$ cat src/rtl/lp_decimator.sv
// Purpose: keeps one FIR output sample in every M (runtime factor, sync re-phase) into a 2-entry skid buffer.
// Latency: a kept sample is on y_data one cycle after acceptance when the output path is free.
// Backpressure: x_ready = skid empty; while stalled no input is taken, so the phase holds too.
module lp_decimator #(
    parameter int W     = 32,
    parameter int MAX_M = 16,
    parameter int CW    = $clog2(MAX_M + 1)
) (
    input  logic          clk,
    input  logic          reset,
    input  logic [CW-1:0] factor,
    input  logic          sync,
    input  logic          x_valid,
    output logic          x_ready,
    input  logic [W-1:0]  x_data,
    output logic          y_valid,
    input  logic          y_ready,
    output logic [W-1:0]  y_data,
    output logic [CW-1:0] m_active
);

    logic [CW-1:0] phase;
    logic [CW-1:0] phase_nxt;
    logic [CW-1:0] m_clamped;
    logic          sync_pend;
    logic          skid_vld;
    logic [W-1:0]  skid_dat;
    logic          accept;
    logic          keep;
    logic          out_free;

    // 0 and 1 both mean pass-through; oversize requests saturate.
    always_comb begin
        m_clamped = factor;
        if (factor == '0) begin
            m_clamped = CW'(1);
        end else if (factor > CW'(MAX_M)) begin
            m_clamped = CW'(MAX_M);
        end
    end

    assign accept   = x_valid & x_ready;
    assign keep     = accept & (sync | sync_pend | (phase == '0));
    assign out_free = ~y_valid | y_ready;

    // A kept sample is phase 0 of the frame governed by the factor it latches.
    always_comb begin
        phase_nxt = phase;
        if (keep) begin
            phase_nxt = (m_clamped == CW'(1)) ? '0 : CW'(1);
        end else if (accept) begin
            phase_nxt = (phase + CW'(1) == m_active) ? '0 : phase + CW'(1);
        end
    end

    always_ff @(posedge clk or posedge reset) begin
        if (reset) begin
            phase     <= '0;
            m_active  <= CW'(1);
            sync_pend <= 1'b0;
        end else begin
            phase <= phase_nxt;
            if (keep) begin
                m_active <= m_clamped;
            end
            if (accept) begin
                sync_pend <= 1'b0;
            end else if (sync) begin
                sync_pend <= 1'b1;
            end
        end
    end

    // Skid is only ever written while x_ready is high, i.e. while it is empty.
    always_ff @(posedge clk or posedge reset) begin
        if (reset) begin
            y_valid  <= 1'b0;
            y_data   <= '0;
            skid_vld <= 1'b0;
            skid_dat <= '0;
            x_ready  <= 1'b1;
        end else if (out_free) begin
            if (skid_vld) begin
                y_valid  <= 1'b1;
                y_data   <= skid_dat;
                skid_vld <= 1'b0;
                x_ready  <= 1'b1;
            end else if (keep) begin
                y_valid <= 1'b1;
                y_data  <= x_data;
            end else begin
                y_valid <= 1'b0;
            end
        end else if (keep) begin
            skid_vld <= 1'b1;
            skid_dat <= x_data;
            x_ready  <= 1'b0;
        end
    end

endmodule

$ cat config.mk
export PLATFORM = sky130hd
export DESIGN_NAME = lp_decimator
export DESIGN_NICKNAME = d
export VERILOG_FILES = /design/src/rtl/lp_decimator.sv
export SDC_FILE = /design/constraint.sdc
export NUM_CORES = 1
export LEC_CHECK = 0
export ABC_CLOCK_PERIOD_IN_PS = 2650
export CELL_PAD_IN_SITES_DETAIL_PLACEMENT = 0
export CELL_PAD_IN_SITES_GLOBAL_PLACEMENT = 1
export CORE_MARGIN = 2
export CORE_UTILIZATION = 36
export DETAILED_ROUTE_END_ITERATION = 8
export PLACE_DENSITY = 0.81
export SYNTH_ARGS = -nofsm -noshare
export SYNTH_HDL_FRONTEND = slang
export SYNTH_SLANG_ARGS = --single-unit
$ cat constraint.sdc
create_clock -name clk -period 2.65 [get_ports clk]
set_input_delay 0.53 -clock clk [delete_from_list [all_inputs] [get_ports clk]]
set_output_delay 0.53 -clock clk [all_outputs]
set_load 0.02 [all_outputs]
=== Word level (Yosys, flattened, before mapping) ===
Cells that the tools add are included.

* Bits in registers: 78
* Word-level logic and storage cells: 46

* Add/sub/neg operators: 1
* Magnitude comparators: 1
* Equal/unequal tests: 3
* Multiplexer cells: 17
* Bitwise gates (word level): 7
* Reductions and logical operators: 9

{| class="wikitable"
|+ Operators by type and width
! operator !! number
|-
| 32-bit 2-to-1 mux || 2
|-
| 5-bit 2-to-1 mux || 5
|-
| 5-bit logical NOT || 2
|-
| 1-bit 2-to-1 mux || 10
|-
| 2-bit nonzero test || 4
|-
| 2-bit AND reduction || 3
|-
| 5-bit by 1-bit adder with 5-bit output (second input constant) || 1
|-
| 5-bit by 1-bit equality test with 1-bit output (second input constant) || 1
|-
| 5-bit equality test || 1
|-
| 5-bit > comparator (second input constant) || 1
|-
| 1-bit bitwise OR || 3
|-
| 1-bit bitwise AND || 2
|-
| 2-bit != test (second input constant) || 1
|-
| 1-bit NOT || 2
|}

=== Logic depth before layout (Yosys ltp) ===
* Depth in word-level cells: 6
* Mapped depth: 8
* Gate-level depth less buffers: 7

=== Least setup slack after synthesis ===
OpenSTA, ideal clock, no wires.

* Path type: flip-flop to flip-flop
* From: register phase[0]
* To: register skid_dat[10]
* Library setup time: 125 ps
* Arrival time: 1,759 ps
* Data required time: 2,525 ps
* Setup slack: 766 ps
* Stages on the path, launching flop included: 9
* Path buffers: 1
* Period minus slack after synthesis: 1,884 ps
* Cells stage by stage: dfrtp_1 inv_1 ha_1 nor4b_4 nand2b_2 nand3_4 nor2_8 buf_12 mux2_4

* Word-level cells in the longest chain between the ends: 4

{| class="wikitable"
|+ Ends and longest elaborated chain
! element !! RTL line !! text
|-
| start: declaration || 22 || <nowiki>logic [CW-1:0] phase;</nowiki>
|-
| start signal: assignment || 62 || <nowiki>phase <= phase_nxt;</nowiki>
|-
| 5-bit logical NOT || 43 || <nowiki>assign keep = accept & (sync | sync_pend | (phase == '0));</nowiki>
|-
| 1-bit bitwise OR || 43 ||
|-
| 1-bit bitwise AND || 43 ||
|-
| 2-bit AND reduction (no line) || -- ||
|-
| end signal: assignment || 96 || <nowiki>skid_dat <= x_data;</nowiki>
|-
| end: declaration || 27 || <nowiki>logic [W-1:0] skid_dat;</nowiki>
|}

Every way passes these cells.
A chain may end at the register's enable or synchronous reset.

=== Worst setup path in the final report ===
* From: register phase[0]
* To: register skid_dat[31]

Same word-level chain as after synthesis.

==> metrics.yaml <==
r2r_cells: 8
synth_area_sq_um: 3600
pre_cts_ws_ns: 0.340
reg2reg_to: "skid_dat[31]$_DFFE_PP0P_"
clock_skew_ns: 0.0133
fp-row-count: 36
finalHoldViolations: 0
r2r-start: "phase[0]$_DFFE_PP0P_"
layout_common_cells: "clkdlybuf4s50_1 (80), dfrtp_1 (75), nand2_1 (49), mux2i_1 (32), o21ai_0 (32)"
die_w_microns: 104
wl_per_cell_microns: 13.5
mostFrequentLayoutCell: "clkdlybuf4s50_1"
ys_seq_area_share_pct: 54.3
numCtsBuffers: 9
clk_pin_slew_ns: 0.08
cp.required_ns: 2.88
cts-hold-fix-buffers: 0
vias: 2393
syn2layout_area_growth_pct: 32.0
setup_violations: 0
routed_via_density: 4.66
gp_congestion: 0.783
ctsResizeCount: 0
outcome: "completed"
rsz0062_at_grt: "no"
crit_path_start_kind: "flip-flop"
peakVddDrop_v: 0.000417
grt_max_degree: 79
die_y_microns: 104
grt_overflow: 0
cellLeakagePower_nw: 2.00
dieArea_sq_um: 10800
cp_top_family: "simple AND/OR/NAND/NOR gates"
grt_pass1_vias: 2451
min_period_over_period_pct: 85.6
hold_path.class: "flip-flop to flip-flop"
cts_max_path_buffers: 2
drive_above_1_share_pct: 16.3
nets: 420
path_cells: "inv_1, ha_1, nor4b_4, nand2b_2, nand3_4, nor2_8, buf_12, mux2_2"
hold_end: "y_data[14]$_DFFE_PP0P_"
path_buf_inv: 2
drt_pass1_iterations: 4
slew_headroom_pct: 61.9
grt_pass1_wl_microns: 12200
wl_microns: 6940
crit_arrival_ns: 2.50
synth.net_count: 338
pin_count: 81
cts_sinks: 78
max_freq_mhz: 441
postLayoutCoreUtil_pct: 48.9
drc: 0
cts_setup_buffers: 0
portBuffers: 80
grt_usage_pct: 14.0
synth_cells: 294
cts_tree: "built"
rrSetupSlack_ns: 0.38
worstHoldStart: "y_data[14]$_DFFE_PP0P_"
path_max_fanout: 33
core_area_sq_um: 9730
min_period_ns: 2.27
yosysUniqueCellTypes: 40
critical_path.slowest_cell: "dfrtp_1"
yosysWarnings: 0
initialDrtViolationCount: 92
drv_cap: 0
grt_antenna_before_repair: 0
htreeDepth: 3
hpwl_microns: 4650
antenna_cells: 0
crit_type: "flip-flop to flip-flop"
worstHoldPathCells: 2
finalSetupTns_ns: 0
clock_latency_ns: 0.34
ys_ff_latch: 78
worst_slack_ns: 0.382
power.density_nw_per_um2: 1130
worst_slew_pin_slew_ns: 0.571
critPathCaptureType: "flip-flop"
drtAntennaViolNets: 0
synth_area_per_cell_sq_um: 12.3
critPathMaxStageDelay_ns: 0.44
slew_violations: 0
root_buffer: "clkbuf_8"
start_util_pct: 37.0
registers in the layout (all words and copies together) (netlist names):
signal     cells
m_active       5
phase          5
skid_dat      32
skid_vld       1
sync_pend      1
x_ready        1
y_data        32
y_valid        1
routing by layer:
layer | GRT usage (%) | wire length (microns) | vias up
met5 | 0 | 0 | -
met4 | 4.63 | 82 | 0
met3 | 3.88 | 326 | 8
met2 | 20.3 | 2990 | 62
met1 | 20.3 | 3540 | 1140
li1 | - | - | 1183
worst register-to-register path, cell delays in order (launching register included):
cell      delay [ns]
dfrtp_1         0.44
inv_1           0.11
ha_1            0.17
nor4b_4         0.26
nand2b_2        0.22
nand3_4         0.16
nor2_8          0.15
buf_12          0.24
mux2_2          0.41
cell families after synthesis:
kind of cell               Yosys count  synth area share (%)
and+or+nand+nor                     72                  9.80
AOI/OAI and AO/OA                   52                  8.06
buffers and inverters               20                  3.82
DFF                                 78                  54.3
adders and majority gates            2                 0.695
muxes                               64                  21.9
xor gates and xnor gates             6                  1.46
cell usage after synthesis:
master / instances / area [sq um]
o311a_1: 1 / 10.0
nor3_1: 3 / 15.0
inv_1: 5 / 18.8
o21ai_1: 8 / 40.0
xor2_1: 2 / 17.5
ha_1: 2 / 25.0
nand3_4: 1 / 17.5
a21oi_1: 3 / 15.0
nor2b_1: 1 / 6.26
nand2_1: 49 / 184
mux2_2: 3 / 33.8
nand3_1: 5 / 25.0
nand2b_1: 1 / 6.26
o211ai_1: 1 / 7.51
nor2_1: 5 / 18.8
nand4_1: 1 / 6.26
o31ai_1: 1 / 7.51
clkbuf_1: 5 / 18.8
o21ai_2: 1 / 8.76
dfrtp_1: 76 / 1900
buf_1: 1 / 3.75
dfstp_2: 2 / 52.6
o2111ai_1: 1 / 8.76
buf_12: 3 / 60.1
o21ai_0: 32 / 160
mux2_4: 29 / 435
buf_2: 5 / 25.0
nand2b_2: 1 / 8.76
buf_6: 1 / 11.3
mux2i_1: 32 / 320
o21ba_2: 1 / 10.0
nor2_8: 1 / 20.0
a22o_1: 1 / 8.76
a22oi_1: 1 / 7.51
or3_1: 1 / 6.26
a31oi_1: 1 / 6.26
nor3b_1: 1 / 7.51
nand3b_1: 1 / 7.51
nor4b_4: 1 / 23.8
xnor2_1: 4 / 35.0
power breakdown:
| part | total (mW) | internal, mW | switching (mW) |
|---|---|---|---|
| logic | 2.29 | 1.23 | 1.06 |
| clock network | 0.967 | 0.534 | 0.433 |
| registers | 2.12 | 1.76 | 0.364 |
| total | 5.38 | 3.52 | 1.86 |
through the flow:
| step | power, mW | hold WS, ns | cells | area (sq um) |
|---|---|---|---|---|
| floorplan | 3.55 | 0.480 | 294 | 3600 |
| global placement | 4.40 | 0.463 | 498 | 4540 |
| detailed placement | 4.46 | 0.470 | 498 | 4540 |
| CTS | 5.45 | 0.488 | 514 | 4750 |
| global route | 5.74 | 0.505 | 514 | 4750 |
| finish | 5.38 | 0.480 | 514 | 4750 |
cell type report:
| class | instances | area, sq um |
|---|---|---|
| inverters | 5 | 18.8 |
| repair buffers | 86 | 883 |
| flip-flops and latches | 78 | 1960 |
| well taps | 133 | 166 |
| clock inverters | 5 | 81.3 |
| fillers | 912 | 4970 |
| multi-input cells | 196 | 1520 |
| clock buffers | 11 | 131 |
how the worst max path moves through the flow:
| stage | startpoint | to | slack, ns | cells past startpoint |
|---|---|---|---|---|
| 5_1_grt | phase[0]$_DFFE_PP0P_ | skid_dat[30]$_DFFE_PP0P_ | 0.24 | 8 |
| 6_report | phase[0]$_DFFE_PP0P_ | skid_dat[31]$_DFFE_PP0P_ | 0.38 | 8 |
| 3_3_place_gp | sync | skid_dat[31]$_DFFE_PP0P_ | 0.41 | 7 |
| 4_1_cts | phase[0]$_DFFE_PP0P_ | skid_dat[30]$_DFFE_PP0P_ | 0.36 | 8 |
| 3_5_place_dp | sync | skid_dat[31]$_DFFE_PP0P_ | 0.34 | 7 |
| 2_1_floorplan | reset | m_active[1]$_DFFE_PP0P_ | 0.13 | 1 |
(Power assumes the default switching activity.)
